File: config.mk
export PLATFORM = sky130hd
export DESIGN_NAME = ifetch_pq
export DESIGN_NICKNAME = d
export VERILOG_FILES = /design/src/rtl/ifetch_pq.sv
export SDC_FILE = /design/constraint.sdc
export NUM_CORES = 1
export LEC_CHECK = 0
export ABC_AREA = 1
export BUFFER_PORTS_ARGS = -buffer_cell sky130_fd_sc_hd__buf_2
export CORE_MARGIN = 8
export CORE_UTILIZATION = 50
export DETAILED_ROUTE_END_ITERATION = 10
export HOLD_SLACK_MARGIN = 0.02
export PLACE_DENSITY = 0.75
export SETUP_SLACK_MARGIN = 0.4
export SKIP_LAST_GASP = 1
export SLEW_MARGIN = 40
export SYNTH_ARGS = -nofsm -noshare
export SYNTH_HDL_FRONTEND = slang
export SYNTH_SLANG_ARGS = --single-unit
File: constraint.sdc
create_clock -name CLK -period 5.5 [get_ports CLK]
set_clock_uncertainty 0.15 [all_clocks]
set_input_delay 0 -clock CLK [delete_from_list [all_inputs] [get_ports CLK]]
set_output_delay 0 -clock CLK [all_outputs]
set_load 0.01 [all_outputs]
File: src/rtl/ifetch_pq.sv
// Instruction prefetch queue: issues word fetches over a req/ack handshake,
// buffers returned words in a fall-through FIFO and flushes on core redirects.
module ifetch_pq #(
  parameter int                ADDR_W = 16,
  parameter int                DEPTH  = 4,
  parameter logic [ADDR_W-1:0] RST_PC = 16'h0000
) (
  input  logic                       CLK,
  input  logic                       RST_F,
  input  logic                       fetch_en,
  output logic                       mem_req,
  output logic [ADDR_W-1:0]          mem_addr,
  input  logic                       mem_ack,
  input  logic [31:0]                mem_data,
  output logic [31:0]                ir,
  output logic [ADDR_W-1:0]          ir_pc,
  output logic                       ir_valid,
  input  logic                       ir_ready,
  input  logic                       redirect,
  input  logic [ADDR_W-1:0]          redirect_addr,
  output logic [$clog2(DEPTH+1)-1:0] count
);

  localparam int                CNT_W = $clog2(DEPTH + 1);
  localparam int                PTR_W = $clog2(DEPTH);
  localparam logic [CNT_W-1:0]  FULL  = CNT_W'(DEPTH);

  typedef enum logic [1:0] {
    S_IDLE,
    S_REQ,
    S_DISCARD
  } state_t;

  typedef struct packed {
    logic [ADDR_W-1:0] addr;
    logic [31:0]       data;
  } entry_t;

  state_t            state_q, state_d;
  logic [ADDR_W-1:0] fpc_q, fpc_d;
  logic [ADDR_W-1:0] req_addr_q, req_addr_d;
  logic [PTR_W-1:0]  wr_ptr_q, rd_ptr_q;
  logic [CNT_W-1:0]  count_q;
  logic [CNT_W-1:0]  cnt_after;
  logic              push, pop, flush;
  entry_t            fifo_mem [DEPTH];

  assign ir_valid = (count_q != '0);
  // A redirect cancels any pop in its cycle; popping an empty queue is a no-op.
  assign pop      = ir_valid & ir_ready & ~redirect;
  assign cnt_after = count_q + CNT_W'(1) - CNT_W'(pop);

  // NOTE: every always_comb output gets a default first so no path leaves a
  // signal unassigned, which would otherwise infer a latch.
  always_comb begin
    state_d    = state_q;
    fpc_d      = fpc_q;
    req_addr_d = req_addr_q;
    push       = 1'b0;
    flush      = 1'b0;
    // NOTE: blocking assignments here model combinational wires; the
    // registers below take these values with non-blocking assignments.
    if (redirect) begin
      flush = 1'b1;
      fpc_d = redirect_addr;
    end
    unique case (state_q)
      S_IDLE: begin
        if (fetch_en && (count_q < FULL) && !redirect) begin
          req_addr_d = fpc_q;
          state_d    = S_REQ;
        end
      end
      S_REQ: begin
        if (redirect) begin
          // The word returning this cycle (if any) belongs to the old path.
          state_d = mem_ack ? S_IDLE : S_DISCARD;
        end else if (mem_ack) begin
          push  = 1'b1;
          fpc_d = fpc_q + ADDR_W'(1);
          if (fetch_en && (cnt_after < FULL)) begin
            req_addr_d = fpc_q + ADDR_W'(1);
          end else begin
            state_d = S_IDLE;
          end
        end
      end
      S_DISCARD: begin
        if (mem_ack) state_d = S_IDLE;
      end
      default: state_d = S_IDLE;
    endcase
  end

  // NOTE: sequential state uses non-blocking assignments so every register
  // samples pre-edge values regardless of block ordering.
  always_ff @(posedge CLK or negedge RST_F) begin
    if (!RST_F) begin
      state_q    <= S_IDLE;
      fpc_q      <= RST_PC;
      req_addr_q <= RST_PC;
    end else begin
      state_q    <= state_d;
      fpc_q      <= fpc_d;
      req_addr_q <= req_addr_d;
    end
  end

  always_ff @(posedge CLK or negedge RST_F) begin
    if (!RST_F) begin
      wr_ptr_q <= '0;
      rd_ptr_q <= '0;
      count_q  <= '0;
    end else if (flush) begin
      wr_ptr_q <= '0;
      rd_ptr_q <= '0;
      count_q  <= '0;
    end else begin
      if (push) wr_ptr_q <= wr_ptr_q + PTR_W'(1);
      if (pop)  rd_ptr_q <= rd_ptr_q + PTR_W'(1);
      count_q <= count_q + CNT_W'(push) - CNT_W'(pop);
    end
  end

  // NOTE: storage has no reset; count gates visibility, so stale entries are
  // never observable and the array maps onto plain registers or RAM.
  always_ff @(posedge CLK) begin
    if (push) fifo_mem[wr_ptr_q] <= '{addr: req_addr_q, data: mem_data};
  end

  assign mem_req  = (state_q == S_REQ) || (state_q == S_DISCARD);
  assign mem_addr = req_addr_q;
  assign ir       = ir_valid ? fifo_mem[rd_ptr_q].data : '0;
  assign ir_pc    = ir_valid ? fifo_mem[rd_ptr_q].addr : '0;
  assign count    = count_q;

endmodule

## Word level (Yosys, flattened, before mapping)

Memories as Yosys holds them, arrays and structs flattened.
Cells that the tools add are included.

| storage, ports and cells | value |
|---|---|
| bits in writable memories | 192 |
| bits in read-only memories | 0 |
| memories kept | 1 |
| output and inout port bits | 69 |
| logic and storage cells | 69 |
| bits of input ports | 54 |
| register bits after elaboration | 41 |
| bits in latches | 0 |

| cells by class | value |
|---|---|
| equal/unequal tests | 9 |
| reductions and logical operators | 12 |
| $add $sub $neg | 7 |
| order comparisons | 2 |
| div/mod/pow operators | 0 |
| bitwise logic cells | 3 |
| $mul | 0 |
| shift-type cells | 0 |
| multiplexer cells | 29 |

Memory list:

| name | depth | width | read ports | clocked after memory_dff | write ports | line | source |
|---|---|---|---|---|---|---|---|
| fifo_mem | 4 | 48 | 1 | 0 | 1 | 46 | `entry_t fifo_mem [DEPTH];` |

Operators with widths:

| operator | count |
|---|---|
| 16-bit two-way mux | 9 |
| 32-bit two-way mux | 1 |
| 16-bit one-hot mux with 2 select lines | 1 |
| 2-bit two-way mux | 10 |
| 16-bit by 1-bit adder with 16-bit output, second input constant | 1 |
| 2-bit inequality test, second input constant | 5 |
| 3-bit less-than comparator, second input constant | 2 |
| 1-bit two-way mux | 6 |
| 3-bit inequality test, second input constant | 2 |
| 2-bit one-hot mux with 3 select lines | 1 |
| 2-bit nonzero test | 3 |
| 3-bit by 1-bit subtractor with 3-bit output | 2 |
| 5-bit AND reduction | 1 |
| 2-bit by 1-bit adder with 2-bit output, second input constant | 2 |
| 4-bit AND reduction | 1 |
| 3-bit by 1-bit adder with 3-bit output | 1 |
| 3-bit by 1-bit adder with 3-bit output, second input constant | 1 |
| 1-bit logical AND | 3 |
| 3-bit two-way mux | 1 |
| 3-bit nonzero test | 1 |
| 1-bit AND | 2 |
| 2-bit by 1-bit equality test with 1-bit output, second input constant | 1 |
| 2-bit equality test, second input constant | 1 |
| 2-bit zero test | 1 |
| other kinds (3) | 3 |

## Longest topological paths before layout

Gate-level depths: netlist of the first run.

| logic depth | value |
|---|---|
| word-level depth | 10 |
| depth in mapped cells | 13 |
| gate-level depth less buffers | 13 |

## Worst setup path after synthesis of the first run

No wires, ideal clock.

| path | value |
|---|---|
| path kind | register to register |
| start | reg state_q[1] |
| end | mem fifo_mem[0][0] in the netlist's numbering (enable) |
| arrival time | 3.235 ns |
| clock period less this slack | 3.839 ns |
| setup slack | 1.661 ns |
| cell stages (with the launch flop) | 8 |
| buffers on the path | 1 |
| data required time | 4.896 ns |
| library setup time | 0.454 ns |
| cells stage by stage | dfrtp_1 > inv_1 > ha_1 > nand2_2 > nor2_8 > inv_1 > buf_2 > nor2_1 |

| between the ends | value |
|---|---|
| longest elaborated chain between the ends | 4 |

Ends and longest elaborated chain:

| what | line | source |
|---|---|---|
| start, declared | 39 | `state_t state_q, state_d;` |
| start signal, assigned | 103 | `state_q <= state_d;` |
| 2-bit by 1-bit equality test with 1-bit output | 67 | `unique case (state_q)` |
| 1-bit two-way mux | 67 |  |
| 1-bit two-way mux | 128 | `if (push) fifo_mem[wr_ptr_q] <= '{addr: req_addr_q, data: mem_data};` |
| 1-bit two-way mux (implied by the code) | 128 |  |
| end, declared | 46 |  |

Every way passes these cells.

## Final worst setup path of the first run

| path | value |
|---|---|
| start | reg state_q[1] |
| end | mem fifo_mem[2][38] in the netlist's numbering (enable) |

The elaborated chain is that of the path after synthesis.

==> results of run 1 <==
power by group through the flow:
stage          logic [mW]  registers, mW  clock network, mW
6_report             1.99           2.41               1.49
5_1_grt              2.21           2.44               1.59
4_1_cts              1.99           2.41               1.51
3_5_place_dp         1.90           2.44                  0
3_3_place_gp         1.80           2.47                  0
2_1_floorplan        1.24           2.34                  0
metal layers:
| layer | wire [um] | part of all wire [%] | global-route usage, % | up-vias |
|---|---|---|---|---|
| met2 | 11600 | 49 | 33.1 | 271 |
| met1 | 9880 | 42 | 24.2 | 3523 |
| met5 | 0 | 0 | 0 | - |
| met4 | 374 | 1.6 | 5.03 | 0 |
| li1 | - | - | - | 3561 |
| met3 | 1810 | 7.6 | 3.35 | 32 |
sequential cells by signal (all words and copies together), names as in the netlist:
name / flops
count: 3
fifo_mem: 192
fpc_q: 16
mem_addr: 16
rd_ptr_q: 2
state_q: 2
wr_ptr_q: 2
layout by cell type (no fill, tap or decap), types with 2 or more instances in the layout:
cell type | synthesis | final
a21oi_1 | 56 | 56
a31oi_1 | 5 | 5
buf_12 | 0 | 2
buf_16 | 0 | 2
buf_2 | 13 | 121
buf_4 | 1 | 7
buf_8 | 0 | 3
clkbuf_1 | 29 | 10
clkbuf_16 | 0 | 25
clkbuf_8 | 0 | 2
clkinv_1 | 1 | 5
dfrtp_1 | 41 | 39
dfrtp_4 | 0 | 2
dlygate4sd3_1 | 0 | 77
edfxtp_1 | 192 | 192
ha_1 | 10 | 10
inv_1 | 33 | 32
inv_2 | 2 | 2
inv_6 | 1 | 2
nand2_1 | 136 | 136
nand2_4 | 2 | 2
nand3_1 | 26 | 26
nand4_1 | 6 | 6
nor2_1 | 228 | 223
nor2_4 | 0 | 5
o211ai_1 | 2 | 2
o21ai_0 | 123 | 123
xnor2_1 | 2 | 2
xor2_1 | 6 | 6
cell usage after synthesis (all sizes together):
cell type	n	area, um^2
a21boi	1	11.3
nand2	139	539
o21ai	123	616
edfxtp	192	5770
a31oi	5	31.3
dfrtp	41	1030
xnor2	2	17.5
nand3	26	130
nand4	7	50.1
a22o	1	8.76
nor3	1	5.00
clkbuf	30	114
fa	1	20.0
clkinv	1	3.75
o211ai	2	15.0
a21oi	56	280
inv	36	140
nor2	229	876
xor2	6	52.6
and3	1	6.26
buf	20	110
ha	10	125
final timing paths:
path	start	endpoint	slack (ns)
max in group asynchronous	RST_F	rd_ptr_q[0]	4.58
worst max-delay path	state_q[1]	fifo_mem[2][38]	2.14
worst min-delay path	mem_data[20]	fifo_mem[2][20]	0.1
worst max register to register	state_q[1]	fifo_mem[2][38]	2.14
min in group asynchronous	RST_F	fpc_q[2]	0.36
worst min register to register	state_q[0]	state_q[0]	0.41
worst register-to-register path: cells and delay by family, from the launching register on:
family                   cells  cell delay [ns]
flip-flops                   1             0.40
AND/OR/NAND/NOR              3             1.07
adder cells (fa/ha/maj)      1             0.55
buffers and inverters        3             0.84
kinds of logic (layout without fill, tap and decap cells):
| group | after synthesis | after routing | share of synthesized area, % |
|---|---|---|---|
| simple gates | 403 | 403 | 16.2 |
| flops | 233 | 233 | 68.3 |
| compound gates | 188 | 188 | 9.68 |
| buf+inv | 87 | 292 | 3.70 |
| fa+ha+maj | 11 | 11 | 1.46 |
| xor+xnor | 8 | 8 | 0.705 |
| other cells | 0 | 1 | 0 |
through the flow:
stage | setup WS [ns] | util, % | cell area [um^2] | std cells | hold WS (ns)
5_1_grt | 1.91 | 63.6 | 12400 | 1400 | 0.101
4_1_cts | 1.78 | 63.6 | 12400 | 1399 | 0.0889
2_1_floorplan | 1.66 | - | 9940 | 930 | -0.446
6_report | 2.14 | 63.7 | 12400 | 1401 | 0.0986
3_3_place_gp | 1.79 | 55.2 | 10700 | 1273 | 0.0464
3_5_place_dp | 1.79 | 55.8 | 10900 | 1278 | -0.130
area by class of cell:
type	instances	area, um^2
clock inverter	6	28.8
timing repair buffer	212	1570
inverter	37	146
tap	265	332
fill	1450	7070
multi-input combinational	610	2820
clock buffer	37	691
sequential	233	6800
antenna	1	2.50
==> impl_metrics.ini, run 1 <==
[route]
wl_per_cell_um = 16.9
drt-vias-per-instance = 5.27
num_vias = 7387
ant_nets = 0
firstDrtPassIters = 5
drtIter0Drc = 567
routed_wl_um = 23700
drcViolationCount = 0

[cts]
numCtsBuffers = 24
cts_resized = 0
hold_buffers = 78
cts_tree = done
clock_sinks = 233
cts.htree.levels = 1
clock_latency_ns = 0.51
cts_root_buffer = clkbuf_16
post-cts-setup-buffer-count = 0
clk_pin_slew_ns = 0.06
clockBufferDepth = 3

[timing]
rsz0062_at_grt = false
hold_violations = 0
max_freq_mhz = 298
final-setup-viol-count = 0
fin_tns_setup_ns = 0
slew_headroom_pct = 54.3
finalWorstPathRequiredPeriod_ns = 3.36
report.final.slew_viol_count = 0
min_period_over_period_pct = 61.0
worstMarginPinSlew_ns = 0.683

[synth]
yosys_register_bits = 233
syn_inst = 930
seq_area_frac_synth_pct = 68.3
syn_nets = 995
synth.distinct_cells = 32
postSynthAreaPerCell_um2 = 10.7
synth_warnings = 0
syn_area_mm2 = 0.00994

[setup_path]
worstPathRequired_ns = 5.51
crit_path_end_kind = flip-flop
cp_cell_sequence = inv_1, ha_1, nand2_2, nor2_8, inv_2, nor2_4, buf_4
worstPathMaxFanout = 26
critPathBufInv = 3
reg2regPathDepth = 7
crit_path_top_delay_cell = nor2_4
crit_cells = 7
cp-start-kind = flip-flop
critPathMaxStageDelay_ns = 0.60
worstPathArrival_ns = 3.37
path_class = flip-flop to flip-flop
cpLargestDelayFamily = simple AND/OR/NAND/NOR gates

[pwr]
p_clk_share_pct = 25.2
combPwrFrac_pct = 33.7
p_switching_mw = 2.18
ir_worst_vdd_mv = 0.461
seqPwrFrac_pct = 41.0
cell_internal_pwr_mw = 3.71
power.density_mw_per_mm2 = 475
power.total_mw = 5.89
switching_share_pct = 37.0
leakage_nw = 4.94

[floorplanning]
io_pins = 123
die_x_um = 157
num_rows = 51
dieArea_mm2 = 0.0247
start_util_pct = 51.1
die_y_um = 157
core_mm2 = 0.0195

[final_layout]
final_layout_size_suffix_gt1_share_pct = 15.9
final_nets = 1183
syn2layout_area_growth_pct = 24.6

[placement]
dp_hpwl_um = 14500
io_buffers = 122
finalWeightedCongestion = 0.934

[global_route]
track_usage_pct = 19.0
grt.overflow.total = 0
antenna_found_initial = 0
grt_pass1_wl_um = 37200
grt_max_degree = 57
grt_pass1_vias = 7242

[outcome]
status = complete, no violations

[min_path]
holdPathStages = 2
hold_class = primary input to flip-flop

[job]
drv_cap = 0
Power figures use the tool's default switching activity.
==> run 2, diff against run 1 <==
clock period = 3.2 ns   (was 5.5 ns; I/O delays follow)
==> impl_metrics.ini, run 2 (synthesis gave the netlist of run 1 again) <==
[final_layout]
syn2layout_area_growth_pct = 25.9
antenna_cells = 0
final_core_util_pct = 64.3
top_register = fifo_mem
fillers = 1429
largest_register_ff_count = 192
final-seq-area_mm2 = 0.00680
final_nets = 1192
multi_input_area_mm2 = 0.00282
final_cell_mix = 223 x nor2_1, 192 x edfxtp_1, 136 x nand2_1
final_common_cell = nor2_1
final_layout_size_suffix_gt1_share_pct = 16.6

[setup_path]
cp_cell_sequence = inv_2, buf_4, o21ai_0, a21oi_1, buf_2
worstPathMaxFanout = 43
crit_path_end_kind = output pin
worstPathRequired_ns = 3.05
reg2regPathDepth = 8
r2r_setup_slack_ns = 0.65
crit_path_top_delay_cell = dfrtp_4
critPathMaxStageDelay_ns = 0.55
worstPathArrival_ns = 2.44
path_class = flip-flop to output pin
cp-start-kind = flip-flop
r2r_end = state_q[1]
r2r-start = state_q[1]

[cts]
cts_tree = done
numCtsBuffers = 25
clockBufferDepth = 3
cts_root_buffer = clkbuf_16
clock_sinks = 233
clock_latency_ns = 0.51
cts.htree.levels = 1
clk_pin_slew_ns = 0.06

[timing]
hold_violations = 0
worstMarginPinSlew_ns = 0.637
final-setup-viol-count = 0
report.final.slew_viol_count = 0
fin_tns_setup_ns = 0
holdWs_ns = 0.0977
max_freq_mhz = 386
slew_headroom_pct = 57.5
min_period_over_period_pct = 80.9
rsz0062_at_grt = false
finalWorstPathRequiredPeriod_ns = 2.59

[floorplanning]
die_x_um = 157
start_util_pct = 51.1
core_mm2 = 0.0195
io_pins = 123
dieArea_mm2 = 0.0247
die_y_um = 157
num_rows = 51

[global_route]
track_usage_pct = 19.0
grt_max_degree = 51
grt_pass1_vias = 7476
antenna_found_initial = 0
grt.overflow.total = 0
grt_pass1_wl_um = 37700

[route]
wl_per_cell_um = 16.7
num_vias = 7371
met1_length_um = 10000
drt-vias-per-instance = 5.23
route.met2.wl_um = 11600
drcViolationCount = 0
ant_nets = 0
wl_met3_um = 1600
routed_wl_um = 23600
drtIter0Drc = 536
topRoutingLayerUsed = met4
firstDrtPassIters = 5

[placement]
dp_hpwl_um = 13800
finalWeightedCongestion = 0.894
io_buffers = 122

[outcome]
status = complete, no violations

[min_path]
holdPathStages = 2
min_to = fifo_mem[3][1]
min-delay-start = mem_data[1]
hold_class = primary input to flip-flop

[job]
drv_cap = 0

[pwr]
leakage_nw = 5.00
power.density_mw_per_mm2 = 831
ir_worst_vdd_mv = 0.612
## run 2: cell count changes in the layout (fill, tap and decap cells not counted), sizes merged
| cell | change |
|---|---|
| dlygate4sd3 | +5 |
| buf | +3 |
| clkinvlp | +3 |
| bufinv | +2 |
| clkbuf | -2 |
| clkinv | -2 |
| diode | -1 |
## run 2: worst max-delay path by stage
stage                 from             end  slack (ns)  cells after the start
6_report       rd_ptr_q[0]       ir_pc[11]        0.61                      5
5_1_grt         state_q[0]      state_q[1]        0.43                      9
4_1_cts        rd_ptr_q[0]       ir_pc[11]        0.57                      5
3_5_place_dp    state_q[1]        count[2]        0.72                     12
3_3_place_gp    state_q[1]        count[2]        0.78                     12
2_1_floorplan   state_q[1]  fifo_mem[0][0]        0.15                      7
## run 2: timing repair
item                       CTS  global route
gates resized for setup      0             1
hold buffers                83             0
buffers inserted             0             0
hold endpoints to repair   210             0
setup endpoints to repair    0             1
## run 2: final cells by class
| class | count | share of cell area [%] |
|---|---|---|
| Tap cell | 265 | 2.65 |
| Clock buffer | 35 | 5.54 |
| Clock inverter | 9 | 0.860 |
| Sequential cell | 233 | 54.3 |
| Multi-Input combinational cell | 610 | 22.5 |
| Timing Repair Buffer | 220 | 12.9 |
| Inverter | 37 | 1.18 |
## run 2: report_power, final
part	internal (mW)	switching, mW	total, mW
clock	1.67	1.13	2.80
combinational	1.22	2.33	3.56
sequential	3.71	0.326	4.04
## run 2: stage by stage
| stage | total power, mW | std cells | worst slack [ns] | area [um^2] |
|---|---|---|---|---|
| 2_1_floorplan | 6.16 | 930 | 0.153 | 9950 |
| 3_3_place_gp | 7.41 | 1282 | 0.777 | 10900 |
| 3_5_place_dp | 7.50 | 1282 | 0.720 | 10900 |
| 4_1_cts | 10.5 | 1409 | 0.566 | 12500 |
| 5_1_grt | 11.0 | 1409 | 0.428 | 12500 |
| 6_report | 10.4 | 1409 | 0.610 | 12500 |
## run 2: routing by layer
| layer | global-route usage [%] | up-vias |
|---|---|---|
| met5 | 0 | - |
| met4 | 4.13 | 0 |
| met3 | 2.91 | 24 |
| met2 | 33.3 | 239 |
| met1 | 24.6 | 3534 |
| li1 | - | 3574 |
## run 2: worst max-delay path, delay by kind of cell, from the launching register on
kind / cells / cell delay, ns
buf+inv: 3 / 0.89
compound gates: 2 / 0.47
flops: 1 / 0.55
